**src/rtl/arb_pkg.sv**
```systemverilog
// Shared encodings for the unified instruction/data memory arbiter.
package arb_pkg;

  typedef enum logic [1:0] {
    IDLE   = 2'd0,
    ACC_IF = 2'd1,
    ACC_D  = 2'd2
  } arb_state_e;

  typedef enum logic {
    SEL_IF = 1'b0,
    SEL_D  = 1'b1
  } req_sel_e;

  // Width of a counter that must hold values 0..maxval inclusive.
  function automatic int cnt_w(input int maxval);
    return $clog2(maxval + 1);
  endfunction

endpackage

```
**src/rtl/arb_priority_sel.sv**
```systemverilog
// Data-first priority select; fetch wins only when it has been starved long enough.
module arb_priority_sel (
  input  logic d_req,
  input  logic if_req,
  input  logic starve_sat,
  output logic grant_if,
  output logic grant_d
);

  assign grant_d  = d_req & (~starve_sat | ~if_req);
  assign grant_if = if_req & ~grant_d;

endmodule

```
**src/rtl/unified_mem_arbiter.sv**
```systemverilog
// Shares one single-port memory between fetch and load/store, one fixed-latency
// access at a time; grant in IDLE, MEM_LAT enable cycles, registered data + valid after.
module unified_mem_arbiter
  import arb_pkg::*;
#(
  parameter int ADDR_W     = 32,
  parameter int DATA_W     = 32,
  parameter int MEM_LAT    = 2,
  parameter int STARVE_MAX = 4
) (
  input  logic              clk,
  input  logic              nreset,
  input  logic              if_req,
  input  logic [ADDR_W-1:0] if_addr,
  output logic              if_gnt,
  output logic [DATA_W-1:0] if_rdata,
  output logic              if_valid,
  input  logic              d_req,
  input  logic              d_we,
  input  logic [ADDR_W-1:0] d_addr,
  input  logic [DATA_W-1:0] d_wdata,
  output logic              d_gnt,
  output logic [DATA_W-1:0] d_rdata,
  output logic              d_valid,
  output logic              mem_en,
  output logic              mem_we,
  output logic [ADDR_W-1:0] mem_addr,
  output logic [DATA_W-1:0] mem_wdata,
  input  logic [DATA_W-1:0] mem_rdata,
  output logic              stall_if,
  output logic              stall_mem,
  output logic              busy
);

  localparam int LAT_W = cnt_w(MEM_LAT);
  localparam int ST_W  = cnt_w(STARVE_MAX);
  localparam logic [LAT_W-1:0] LAT_LAST = LAT_W'(MEM_LAT);
  localparam logic [LAT_W-1:0] LAT_FIRST = LAT_W'(1);
  localparam logic [ST_W-1:0]  ST_MAX   = ST_W'(STARVE_MAX);

  arb_state_e state_q, state_d;
  logic [LAT_W-1:0]  lat_q, lat_d;
  logic [ST_W-1:0]   starve_q, starve_d;
  logic [ADDR_W-1:0] addr_q, addr_d;
  logic [DATA_W-1:0] wdata_q, wdata_d;
  logic              we_q, we_d;
  logic [DATA_W-1:0] if_rdata_q, if_rdata_d;
  logic [DATA_W-1:0] d_rdata_q, d_rdata_d;
  logic              if_valid_q, if_valid_d;
  logic              d_valid_q, d_valid_d;

  logic     idle;
  logic     arb_en;
  logic     last_acc;
  logic     starve_sat;
  logic     grant_if;
  logic     grant_d;
  req_sel_e sel;

  assign idle       = (state_q == IDLE);
  // Grants are suppressed while reset is held so no requester sees a phantom accept.
  assign arb_en     = idle & nreset;
  assign last_acc   = ~idle & (lat_q == LAT_LAST);
  assign starve_sat = (starve_q >= ST_MAX);

  arb_priority_sel u_prio (
    .d_req      (d_req),
    .if_req     (if_req),
    .starve_sat (starve_sat),
    .grant_if   (grant_if),
    .grant_d    (grant_d)
  );

  assign if_gnt = arb_en & grant_if;
  assign d_gnt  = arb_en & grant_d;
  assign sel    = grant_d ? SEL_D : SEL_IF;

  always_comb begin
    state_d    = state_q;
    lat_d      = lat_q;
    addr_d     = addr_q;
    wdata_d    = wdata_q;
    we_d       = we_q;
    if_rdata_d = if_rdata_q;
    d_rdata_d  = d_rdata_q;
    if_valid_d = 1'b0;
    d_valid_d  = 1'b0;
    unique case (state_q)
      IDLE: begin
        if (if_gnt | d_gnt) begin
          lat_d = LAT_FIRST;
          if (sel == SEL_D) begin
            state_d = ACC_D;
            addr_d  = d_addr;
            we_d    = d_we;
            wdata_d = d_wdata;
          end else begin
            state_d = ACC_IF;
            addr_d  = if_addr;
            we_d    = 1'b0;
          end
        end
      end
      ACC_IF, ACC_D: begin
        if (last_acc) begin
          state_d = IDLE;
          lat_d   = '0;
          if (state_q == ACC_IF) begin
            if_rdata_d = mem_rdata;
            if_valid_d = 1'b1;
          end else begin
            d_valid_d = 1'b1;
            if (!we_q) d_rdata_d = mem_rdata;
          end
        end else begin
          lat_d = lat_q + 1'b1;
        end
      end
      default: begin
        state_d = IDLE;
        lat_d   = '0;
      end
    endcase
  end

  // A fetch is only counted as waiting when it is neither accepted nor just completing.
  always_comb begin
    starve_d = starve_q;
    if (if_gnt) begin
      starve_d = '0;
    end else if (if_req && !if_valid_q && !starve_sat) begin
      starve_d = starve_q + 1'b1;
    end
  end

  always_ff @(posedge clk or negedge nreset) begin
    if (!nreset) begin
      state_q <= IDLE;
    end else begin
      state_q <= state_d;
    end
  end

  always_ff @(posedge clk or negedge nreset) begin
    if (!nreset) begin
      lat_q      <= '0;
      starve_q   <= '0;
      addr_q     <= '0;
      wdata_q    <= '0;
      we_q       <= 1'b0;
      if_rdata_q <= '0;
      d_rdata_q  <= '0;
      if_valid_q <= 1'b0;
      d_valid_q  <= 1'b0;
    end else begin
      lat_q      <= lat_d;
      starve_q   <= starve_d;
      addr_q     <= addr_d;
      wdata_q    <= wdata_d;
      we_q       <= we_d;
      if_rdata_q <= if_rdata_d;
      d_rdata_q  <= d_rdata_d;
      if_valid_q <= if_valid_d;
      d_valid_q  <= d_valid_d;
    end
  end

  assign mem_en    = ~idle;
  assign mem_we    = (state_q == ACC_D) & we_q;
  assign mem_addr  = addr_q;
  assign mem_wdata = wdata_q;

  assign if_rdata  = if_rdata_q;
  assign if_valid  = if_valid_q;
  assign d_rdata   = d_rdata_q;
  assign d_valid   = d_valid_q;

  assign stall_if  = if_req & ~if_valid_q;
  assign stall_mem = d_req & ~d_valid_q;
  assign busy      = ~idle;

endmodule
```
**config.mk**
```make
export PLATFORM = sky130hd
export DESIGN_NAME = unified_mem_arbiter
export DESIGN_NICKNAME = d
export VERILOG_FILES = /design/src/rtl/arb_pkg.sv /design/src/rtl/arb_priority_sel.sv /design/src/rtl/unified_mem_arbiter.sv
export SDC_FILE = /design/constraint.sdc
export NUM_CORES = 1
export LEC_CHECK = 0
export BUFFER_PORTS_ARGS = -buffer_cell sky130_fd_sc_hd__buf_2
export CAP_MARGIN = 10
export CELL_PAD_IN_SITES_DETAIL_PLACEMENT = 0
export CELL_PAD_IN_SITES_GLOBAL_PLACEMENT = 1
export CORE_UTILIZATION = 38
export CTS_CLUSTER_SIZE = 25
export DETAILED_ROUTE_END_ITERATION = 7
export PLACE_DENSITY = 0.95
export SKIP_CTS_REPAIR_TIMING = 1
export SYNTH_ARGS = -nofsm -noshare
export SYNTH_HDL_FRONTEND = slang
export SYNTH_SLANG_ARGS = --single-unit
export TNS_END_PERCENT = 5
```
**constraint.sdc**
```tcl
create_clock -name clk -period 4.7 [get_ports clk]
set_clock_uncertainty 0.2 [all_clocks]
set_input_delay 1.175 -clock clk [delete_from_list [all_inputs] [get_ports clk]]
set_output_delay 1.175 -clock clk [all_outputs]
set_load 0.02 [all_outputs]
```
==> summary.md, run 1 <==
| Metric | Value |
|---|---|
| CTS tree | `built` |
| Most used flip-flop cell after synthesis | `dfrtp_1` |
| Register share of total power | `37.1%` |
| FMAX | `0.3008 GHz` |
| Post-synth EDFFs | `0` |
| Synthesis Warnings | `0` |
| Largest cells by area after synthesis | `dfrtp_1, mux2_2, mux2i_1, o21ai_0, nand2_1` |
| Setup TNS | `0 ps` |
| Core ar. | `0.01453 mm²` |
| Grt ovf | `0` |
| Total GRT Usage | `17.09%` |
| Final setup vio count | `0` |
| DRC | `0` |
| Gate Count Post-Synth | `408` |
| PwrDens | `668.1 mW/mm²` |
| Simple-Gate Fraction of Synth Area | `5.256%` |
| WL final | `13280 µm` |
| NetSw | `1.954 mW` |
| Synth Area in XOR/XNOR | `0.1546%` |
| Vias in the first global route | `4249` |
| Crit-path most repeated cell | `inv_1` |
| Num CTS Buffers | `17` |
| Final nets | `817` |
| CP max stage cell | `dfrtp_1` |
| Most common cell in the synthesized netlist | `dfrtp_1` |
| Syn avg cell area | `13.89 µm²` |
| Insertion delay to the later sink of the worst-skew pair | `410 ps` |
| Int Pwr | `3.244 mW` |
| DP Worst Slack | `1076 ps` |
| Synth Area in Compound Gates | `4.152%` |
| Register area share after synthesis | `60.95%` |
| GPL Wtd Cong | `0.7694` |
| Vias per cell | `4.767` |
| Initial drt markers | `163` |
| DIE AREA | `0.01540 mm²` |
| Maximum fanout along the worst path | `5` |
| Clock Path Buffers | `2` |
| Area share of the largest cell type after synthesis | `60.95%` |
| Combinational family with the most area after synthesis | `multiplexers` |
| CTS clk-pin slew, worst paths | `60 ps` |
| Clk pwr share | `25.1%` |
| Die width | `124.1 µm` |
| Final instance area | `0.007781 mm²` |
| IO Pins | `270` |
| Unique cell type count in the Yosys netlist | `35` |
| Starting Density | `38.98%` |
| Post-synth top cells | `dfrtp_1, mux2_2, mux2i_1` |
| First-pass GRT wire length | `19780 µm` |
| Yosys top cell by area | `dfrtp_1` |
| Startpoint type of the worst setup path | `register` |
| Slew @ Worst Pin | `991.1 ps` |
| Final-report hold violation count | `0` |
| Pleak | `4.036 nW` |
| Finished Layout Cells | `875` |
| Antenna viol nets, final | `0` |
| Clock sink total | `138` |
| CP Capture Type | `output port` |
| CP Cell Sequence | `inv_1 -> ha_1 -> and2_1 -> nand3_1 -> inv_1 -> buf_2` |
| RSZ-0062 raised after global routing | `false` |
| Initial antenna violation count | `1` |
| Hold Path Class | `reg -> reg` |
| Port Buffers | `269` |
| Drt pass-1 iters | `4` |
| Switching share of power | `37.59%` |
| DR WL/cell | `15.17 µm` |
| Critical path data arrival time | `1950 ps` |
| Status | `completed` |
| Post-Place Cells | `842` |
| CP Class | `reg -> out` |
| Slew margin rel. | `33.93%` |
| Root Driver | `clkbuf_16` |
| Hold WS | `275.4 ps` |
| Final Critical Period | `3324 ps` |
| Fin crit share | `70.73%` |
| VDD IR max | `0.3740 mV` |
| DIE HEIGHT | `124.1 µm` |
| Synth Cell Area | `0.005665 mm²` |
| Pin count of the biggest net entering global routing | `81` |
| Combinational share of power | `37.8%` |
| Slack of the critical path | `1376 ps` |
| Synth Register Bits | `138` |
| Filler Cells Inserted | `1272` |
| Synth Area in Adders | `1.546%` |
| Routed via count | `4171` |
| Max_cap viols | `0` |
| H-tree depth | `4` |
| # rows | `44` |
| Ys async rst share | `100.0%` |
| Post-synth net total | `548` |
| Placed wire-length estimate | `9950 µm` |
| CP required | `3320 ps` |
| Synth-to-Final Area Change | `37.35%` |
| Mux contribution to synthesized area | `25.09%` |
| R2R cell count | `5` |
| Crit path largest cell delay | `430 ps` |
| Placed cell area | `0.007189 mm²` |
| Hold Crit Depth | `2` |
| Fraction of layout cells with a size suffix above 1 | `58.26%` |
| Fin. max-slew vios | `0` |
==> power by group through the flow <==
| stage | clock [mW] | sequential, mW | combinational (mW) |
|---|---|---|---|
| 3_5_place_dp | 0 | 1.95 | 1.99 |
| 4_1_cts | 1.35 | 1.93 | 2.00 |
| 2_1_floorplan | 0 | 2.50 | 0.685 |
| 6_report | 1.31 | 1.93 | 1.96 |
| 5_1_grt | 1.40 | 1.99 | 2.14 |
| 3_3_place_gp | 0 | 1.92 | 1.94 |
==> area by class of cell <==
type | instances | area, µm² | area share (%)
multi-input combinational | 238 | 2086 | 26.80
sequential | 138 | 3453 | 44.38
clock inverter | 15 | 163.9 | 2.106
tap | 184 | 230.2 | 2.959
clock buffer | 17 | 425.4 | 5.467
antenna | 1 | 2.502 | 0.03216
inverter | 8 | 30.03 | 0.3859
timing repair buffer | 274 | 1390 | 17.86
==> logic make-up (layout without fill, tap and decap cells) <==
group,Yosys count,in the layout
flops,138,138
mux,130,130
simple gates,59,59
compound gates,41,41
buf+inv,32,314
fa+ha+maj,7,7
xor+xnor,1,1
other cells,0,1
==> sequential cells by signal, indices dropped and copies added (netlist names) <==
signal	cells
if_rdata	32
if_valid	1
lat_q	2
mem_wdata	32
d_valid	1
state_q	2
d_rdata	32
we_q	1
starve_q	3
mem_addr	32
==> cells in the final DEF, fill, tap and decap left out, types with 2 or more instances in the layout <==
master / netlist / routed
nor2b_1: 3 / 3
o21ai_0: 32 / 32
mux2_1: 5 / 5
clkinvlp_4: 0 / 5
mux2i_1: 34 / 34
nor2_1: 3 / 3
ha_1: 7 / 7
dfrtp_1: 138 / 138
buf_2: 12 / 268
nand2b_1: 2 / 2
nand2_1: 32 / 32
nor3b_1: 2 / 2
inv_6: 0 / 6
clkbuf_16: 0 / 17
bufinv_16: 0 / 2
mux2_2: 91 / 91
and2_1: 4 / 4
buf_4: 1 / 5
inv_1: 8 / 8
nand3_1: 6 / 6
==> routing by layer <==
metal	vias up	share of wire, %	track usage (%)	routed length [µm]
met4	0	2.2	6.548	292
met2	172	52	30.66	6863
met3	24	8.7	6.777	1150
li1	1969	-	-	-
met1	2006	37	17.77	4970
met5	-	0	0	0
==> critical path, delay by kind of cell, from the launching register on <==
kind,cells,cell delay [ps]
buffers and inverters,3,460
DFF,1,430
and+or+nand+nor,2,360
adders and majority gates,1,300
==> worst paths after layout <==
path | startpoint | end | slack (ps)
max reg2reg | state_q[0] | if_rdata[26] | 1690
max | state_q[0] | if_gnt | 1380
min in group asynchronous | nreset | state_q[0] | 840
min | mem_addr[16] | mem_addr[16] | 280
min reg2reg | mem_addr[16] | mem_addr[16] | 280
max in group asynchronous | nreset | mem_wdata[26] | 2150
==> stage by stage <==
step                util [%]  total power, mW
finish                 53.54            5.199
global route           53.54            5.536
CTS                    53.52            5.276
detailed placement     49.47            3.946
global placement       49.47            3.853
floorplan                  -            3.184
No activity file was read; power rests on OpenSTA's default activity.
==> run 2, diff against run 1 <==
--- a/config.mk
+++ b/config.mk
@@ -9,10 +9,10 @@
 export CAP_MARGIN = 10
 export CELL_PAD_IN_SITES_DETAIL_PLACEMENT = 0
 export CELL_PAD_IN_SITES_GLOBAL_PLACEMENT = 1
-export CORE_UTILIZATION = 38
+export CORE_UTILIZATION = 32
 export CTS_CLUSTER_SIZE = 25
 export DETAILED_ROUTE_END_ITERATION = 7
-export PLACE_DENSITY = 0.95
+export PLACE_DENSITY = 0.88
 export SKIP_CTS_REPAIR_TIMING = 1
 export SYNTH_ARGS = -nofsm -noshare
 export SYNTH_HDL_FRONTEND = slang
==> constraint.sdc (replaced) <==
create_clock -name clk -period 2.9 [get_ports clk]
set_clock_uncertainty 0.2 [all_clocks]
set_input_delay 0.725 -clock clk [delete_from_list [all_inputs] [get_ports clk]]
set_output_delay 0.725 -clock clk [all_outputs]
set_load 0.02 [all_outputs]
==> run 2 against run 1 <==
Compared with the run above: routed wire length grew 1.1%; sequential power rose by 61%; critical path depth did not move; highest routed layer unchanged; combinational power is 64% higher.
==> summary.md, run 2 (synthesis results as in run 1) <==
| Metric | Value |
|---|---|
| Setup crit end | `if_gnt (unchanged)` |
| Final nets | `821 (was 817)` |
| Initial antenna violation count | `0 (was 1)` |
| Die width | `135.1 µm (was 124.1 µm)` |
| Fraction of layout cells with a size suffix above 1 | `58.59% (was 58.26%)` |
| Clock sink total | `138 (unchanged)` |
| Post-Place Cells | `886 (was 842)` |
| Critical R2R Capture | `d_rdata[4] (was if_rdata[26])` |
| Crit path largest cell delay | `420 ps (was 430 ps)` |
| Insertion delay to the later sink of the worst-skew pair | `400 ps (was 410 ps)` |
| Antenna viol nets, final | `0 (unchanged)` |
| Initial drt markers | `135 (was 163)` |
| Startpoint type of the worst setup path | `register (unchanged)` |
| CTS clk-pin slew, worst paths | `60 ps (about the same)` |
| PwrDens | `1064 mW/mm² (was 668.1 mW/mm²)` |
| DP Worst Slack | `311.5 ps (was 1076 ps)` |
| Commonest cells after routing, fill and taps aside | `buf_2, dfrtp_1, mux2_2, mux2i_1 (unchanged)` |
| Clk pwr share | `24.7% (was 25.1%)` |
| IO Pins | `270 (unchanged)` |
| FMAX | `0.3682 GHz` |
| Total power | `8.414 mW (was 5.199 mW)` |
| Critical path data arrival time | `1790 ps (was 1950 ps)` |
| Switching share of power | `37.12% (was 37.59%)` |
| DR WL/cell | `14.62 µm (was 15.17 µm)` |
| Num CTS Buffers | `17 (unchanged)` |
| CP max stage cell | `dfrtp_1 (unchanged)` |
| Final instance area | `0.007911 mm² (was 0.007781 mm²)` |
| Final-report hold violation count | `0 (unchanged)` |
| Placed wire-length estimate | `9701 µm (was 9950 µm)` |
| Fin. max-slew vios | `0 (unchanged)` |
| Worst R2R Start | `state_q[1] (was state_q[0])` |
| Port Buffers | `269 (unchanged)` |
| CTS tree | `built (unchanged)` |
| Critical path's top delay family | `buffers and inverters (unchanged)` |
| Filler Cells Inserted | `1617 (was 1272)` |
| Area taken by multi-input logic gates | `0.002100 mm² (was 0.002086 mm²)` |
| Finished Layout Cells | `918 (was 875)` |
| H-tree depth | `4 (unchanged)` |
| Root Driver | `clkbuf_16 (unchanged)` |
| NetSw | `3.124 mW (was 1.954 mW)` |
| Vias per cell | `4.442 (was 4.767)` |
| Pleak | `4.078 nW (was 4.036 nW)` |
| Slack of the critical path | `184.0 ps (was 1376 ps)` |
| Status | `completed (unchanged)` |
| CP required | `1980 ps (was 3320 ps)` |
| WL final | `13420 µm (was 13280 µm)` |
| Worst setup startpoint | `state_q[0] (unchanged)` |
| Slew margin rel. | `52.34% (was 33.93%)` |
| First-pass GRT wire length | `20980 µm (was 19780 µm)` |
| Int Pwr | `5.291 mW (was 3.244 mW)` |
| Total GRT Usage | `15.01% (was 17.09%)` |
| Grt ovf | `0 (unchanged)` |
| Maximum fanout along the worst path | `5 (unchanged)` |
| RSZ-0062 raised after global routing | `false (unchanged)` |
| Final setup vio count | `0 (unchanged)` |
| CP bufs+invs | `3 (unchanged)` |
| DRC | `0 (unchanged)` |
| Met1 usage in global routing | `17.50% (was 17.77%)` |
| CP Depth | `6 (unchanged)` |
| VDD IR max | `0.4828 mV (was 0.3740 mV)` |
| Combinational share of power | `38.3% (was 37.8%)` |
| DIE HEIGHT | `135.1 µm (was 124.1 µm)` |
| DIE AREA | `0.01824 mm² (was 0.01540 mm²)` |
| Clock Path Buffers | `2 (unchanged)` |
| Max_cap viols | `0 (unchanged)` |
| Final Critical Period | `2716 ps` |
| Slew @ Worst Pin | `714.9 ps (was 991.1 ps)` |
| Synth-to-Final Area Change | `39.64% (was 37.35%)` |
| Met2 Use GR | `25.54% (was 30.66%)` |
| R2r setup slk | `340 ps (was 1690 ps)` |
| Vias in the first global route | `4249 (unchanged)` |
| Register share of total power | `37.0% (was 37.1%)` |
| Commonest non-fill, non-tap cell in the layout | `buf_2 (unchanged)` |
| Starting Density | `32.75% (was 38.98%)` |
| Register area | `0.003453 mm² (unchanged)` |
| # rows | `48 (was 44)` |
| Global route hottest layer | `met2 (unchanged)` |
| GPL Wtd Cong | `0.7535 (was 0.7694)` |
| Antenna Diode Count | `0 (was 1)` |
| CP Class | `reg -> out (unchanged)` |
| Placed cell area | `0.007300 mm² (was 0.007189 mm²)` |
| Routed via count | `4078 (was 4171)` |
| M3 GR Usage | `5.255% (was 6.777%)` |
| Fin crit share | `93.66%` |
| CP Cell Sequence | `inv_1 -> ha_4 -> and2_4 -> nand3_1 -> inv_2 -> buf_2 (was inv_1 -> ha_1 -> and2_1 -> nand3_1 -> inv_1 -> buf_2)` |
| Core ar. | `0.01730 mm² (was 0.01453 mm²)` |
| Pin count of the biggest net entering global routing | `89 (was 81)` |
| Drt pass-1 iters | `4 (unchanged)` |
| Hold Path Class | `in -> async (was reg -> reg)` |
| R2R cell count | `6 (was 5)` |
| CP Capture Type | `output port (unchanged)` |
==> run 2: cell count changes in the layout (fill, tap and decap cells not counted), sizes merged <==
cell | before | now
clkbuf | 17 | 19
clkinvlp | 5 | 2
buf | 274 | 278
inv | 14 | 8
diode | 1 | 0
clkinv | 2 | 8
==> run 2: layout make-up <==
cell class	instances	share of cell area [%]
tap	225	3.558
clock buffer	19	5.599
clock inverter	12	1.597
inverter	8	0.3796
multi-input combinational	238	26.54
sequential	138	43.65
timing repair buffer	278	18.68
==> run 2: through the flow <==
step	hold WS (ps)	utilization, %	TNS [ps]
2_1_floorplan	229.4	-	0
3_3_place_gp	257.1	42.20	0
3_5_place_dp	266.7	42.20	0
4_1_cts	255.1	45.49	-82.16
5_1_grt	173.9	45.74	0
6_report	153.2	45.74	0
==> run 2: worst min-delay path by stage <==
stage                       startpoint           end  slack (ps)  cells past startpoint
after detailed placement  mem_addr[31]  mem_addr[31]         270                      2
after global routing            nreset   mem_addr[5]         170                      2
after CTS                       nreset    state_q[0]         260                      2
final                           nreset   mem_addr[5]         150                      2
after global placement     mem_addr[4]   mem_addr[4]         260                      2
after floorplan                 nreset    d_rdata[0]         230                      0
==> run 2: routing by layer <==
metal | part of all wire, % | up-vias
met4 | 1.0 | 0
met5 | 0 | -
met3 | 8.6 | 8
li1 | - | 1975
met2 | 49 | 164
met1 | 41 | 1931
==> run 2: power by group through the flow <==
stage	clock network, mW	registers [mW]	logic [mW]
after global placement	0	3.11	3.19
after detailed placement	0	3.14	3.25
after CTS	2.15	3.12	3.25
after floorplan	0	4.05	1.11
after global routing	2.24	3.23	3.48
final	2.08	3.11	3.22
==> run 3, diff against run 2 <==
--- a/config.mk
+++ b/config.mk
@@ -9,10 +9,10 @@
 export CAP_MARGIN = 10
 export CELL_PAD_IN_SITES_DETAIL_PLACEMENT = 0
 export CELL_PAD_IN_SITES_GLOBAL_PLACEMENT = 1
-export CORE_UTILIZATION = 32
+export CORE_UTILIZATION = 36
 export CTS_CLUSTER_SIZE = 25
 export DETAILED_ROUTE_END_ITERATION = 7
-export PLACE_DENSITY = 0.88
+export PLACE_DENSITY = 0.93
 export SKIP_CTS_REPAIR_TIMING = 1
 export SYNTH_ARGS = -nofsm -noshare
 export SYNTH_HDL_FRONTEND = slang
==> constraint.sdc (replaced) <==
create_clock -name clk -period 2.7 [get_ports clk]
set_clock_uncertainty 0.2 [all_clocks]
set_input_delay 0.675 -clock clk [delete_from_list [all_inputs] [get_ports clk]]
set_output_delay 0.675 -clock clk [all_outputs]
set_load 0.02 [all_outputs]
==> run 3 against run 2 <==
Compared with the run above: register-to-register slack got worse by 150 ps; global-route usage rose by 1.4 points; combinational power up 8.1%; via count up 1.4%; sequential share of layout area fell by 0.19 points; hold slack worse by 47 ps; routed wire length shrank 1.8%; critical path depth stayed put; cell count shrank 1.5%; critical path type unchanged; largest power group unchanged.
==> summary.md, run 3 (synthesis results as in run 1) <==
| Metric | Value |
|---|---|
| Status | `completed (unchanged)` |
| Starting Density | `37.13% (was 32.75%)` |
| H-tree depth | `4 (unchanged)` |
| Worst R2R Start | `state_q[0] (was state_q[1])` |
| Critical path data arrival time | `1700 ps (was 1790 ps)` |
| CP Cell Sequence | `inv_2 -> ha_4 -> and2_4 -> nand3_1 -> inv_1 -> buf_2 (was inv_1 -> ha_4 -> and2_4 -> nand3_1 -> inv_2 -> buf_2)` |
| DIE HEIGHT | `127.5 µm (was 135.1 µm)` |
| Worst setup startpoint | `state_q[0] (unchanged)` |
| FMAX | `0.3879 GHz` |
| Slew margin rel. | `43.01% (was 52.34%)` |
| Slack of the critical path | `122.3 ps (was 184.0 ps)` |
| Core ar. | `0.01526 mm² (was 0.01730 mm²)` |
| Total power | `9.238 mW (was 8.414 mW)` |
| RSZ-0062 raised after global routing | `false (unchanged)` |
| Commonest cells after routing, fill and taps aside | `buf_2, dfrtp_1, mux2_2, mux2i_1 (unchanged)` |
| Antenna Diode Count | `0 (unchanged)` |
| Pleak | `4.097 nW (was 4.078 nW)` |
| Post-layout util | `52.07% (was 45.74%)` |
| Synth-to-Final Area Change | `40.24% (was 39.64%)` |
| # rows | `45 (was 48)` |
| Fin. max-slew vios | `0 (unchanged)` |
| Die width | `127.5 µm (was 135.1 µm)` |
| Vias per cell | `4.573 (was 4.442)` |
| Met3 wire len | `1039 µm (was 1158 µm)` |
| Root Driver | `clkbuf_16 (unchanged)` |
| Slew @ Worst Pin | `854.8 ps (was 714.9 ps)` |
| Clock Path Buffers | `2 (unchanged)` |
| Commonest non-fill, non-tap cell in the layout | `buf_2 (unchanged)` |
| CP Class | `reg -> out (unchanged)` |
| Total GRT Usage | `16.40% (was 15.01%)` |
| Crit path largest cell delay | `430 ps (was 420 ps)` |
| Drt pass-1 iters | `4 (unchanged)` |
| Filler Cells Inserted | `1367 (was 1617)` |
| Initial antenna violation count | `0 (unchanged)` |
| Insertion delay to the later sink of the worst-skew pair | `410 ps (was 400 ps)` |
| GPL Wtd Cong | `0.7486 (was 0.7535)` |
| CTS clk-pin slew, worst paths | `60 ps (about the same)` |
| CP bufs+invs | `3 (unchanged)` |
| M1 wire length | `5366 µm (was 5563 µm)` |
| PwrDens | `1163 mW/mm² (was 1064 mW/mm²)` |
| Routed via count | `4134 (was 4078)` |
| Final setup vio count | `0 (unchanged)` |
| Hold WS | `106.5 ps (was 153.2 ps)` |
| CP Capture Type | `output port (unchanged)` |
| Placed wire-length estimate | `9425 µm (was 9701 µm)` |
| Pin count of the biggest net entering global routing | `136 (was 89)` |
| IO Pins | `270 (unchanged)` |
| Clock sink total | `138 (unchanged)` |
| Critical path's top delay family | `buffers and inverters (unchanged)` |
| CP required | `1820 ps (was 1980 ps)` |
| DRC | `0 (unchanged)` |
| CTS tree | `built (unchanged)` |
| Port Buffers | `269 (unchanged)` |
| CP max stage cell | `dfrtp_1 (unchanged)` |
| Fraction of layout cells with a size suffix above 1 | `58.73% (was 58.59%)` |
| Grt ovf | `0 (unchanged)` |
| Maximum fanout along the worst path | `5 (unchanged)` |
| Vias in the first global route | `4148 (was 4249)` |
| Final Critical Period | `2578 ps` |
| Antenna viol nets, final | `0 (unchanged)` |
| First-pass GRT wire length | `20530 µm (was 20980 µm)` |
| Final-report hold violation count | `0 (unchanged)` |
| Fin crit share | `95.47%` |
| R2R cell count | `6 (unchanged)` |
| Routed wl met2 | `6614 µm (was 6562 µm)` |
| Final nets | `821 (unchanged)` |
| WL final | `13170 µm (was 13420 µm)` |
| Hold Path Class | `in -> async (unchanged)` |
| DR top layer | `met4 (unchanged)` |
| VDD IR max | `0.6021 mV (was 0.4828 mV)` |
| DIE AREA | `0.01624 mm² (was 0.01824 mm²)` |
| R2r setup slk | `190 ps (was 340 ps)` |
| DR WL/cell | `14.57 µm (was 14.62 µm)` |
| Startpoint type of the worst setup path | `register (unchanged)` |
| Critical R2R Capture | `d_rdata[14] (was d_rdata[4])` |
| Num CTS Buffers | `17 (unchanged)` |
| DP Worst Slack | `197.5 ps (was 311.5 ps)` |
| Max_cap viols | `0 (unchanged)` |
| Setup TNS | `0 ps (unchanged)` |
| Initial drt markers | `138 (was 135)` |
-- run 3: cell types whose count changed in the layout (fill, tap and decap cells not counted), sizes merged --
cell,previous run,this run
bufinv,2,3
inv,8,15
buf,278,277
dlygate4sd3,0,1
clkinvlp,2,3
clkbuf,19,17
clkinv,8,1
-- run 3: per-stage QoR --
step / cell area, µm² / instances
after detailed placement: 7307 / 872
final: 7945 / 904
after CTS: 7920 / 903
after global routing: 7945 / 904
after floorplan: 5665 / 408
after global placement: 7307 / 872
-- run 3: worst max-delay path by stage --
stage	cells past startpoint	end
final	6	if_gnt
after global routing	6	if_gnt
after CTS	6	if_gnt
after detailed placement	6	d_rdata[14]
after global placement	6	d_rdata[16]
after floorplan	4	d_gnt
-- run 3: worst reg2reg max path: cells and delay by family, from the launching register on --
kind / cells / cell delay (ps)
and+or+nand+nor: 2 / 830
DFF: 1 / 420
muxes: 1 / 390
buffers and inverters: 2 / 330
adders and majority gates: 1 / 220
-- run 3: report_power, final --
| group | leakage [nW] | switching (mW) | internal (mW) |
|---|---|---|---|
| logic | 2.09 | 2.08 | 1.41 |
| registers | 1.72 | 0.439 | 2.91 |
| clock network | 0.291 | 0.926 | 1.48 |
-- run 3: routing by layer --
metal | global-route usage [%] | up-vias
li1 | - | 1971
met1 | 19.05 | 1982
met2 | 28.19 | 167
met3 | 5.318 | 14
met4 | 6.162 | 0
met5 | 0 | -
-- run 3: layout make-up --
class | count | area [µm²] | share of cell area [%]
tap | 211 | 264.0 | 3.323
clock inverter | 14 | 187.7 | 2.362
sequential | 138 | 3453 | 43.46
inverter | 8 | 30.03 | 0.3780
clock buffer | 17 | 425.4 | 5.354
timing repair buffer | 278 | 1485 | 18.69
multi-input combinational | 238 | 2100 | 26.43
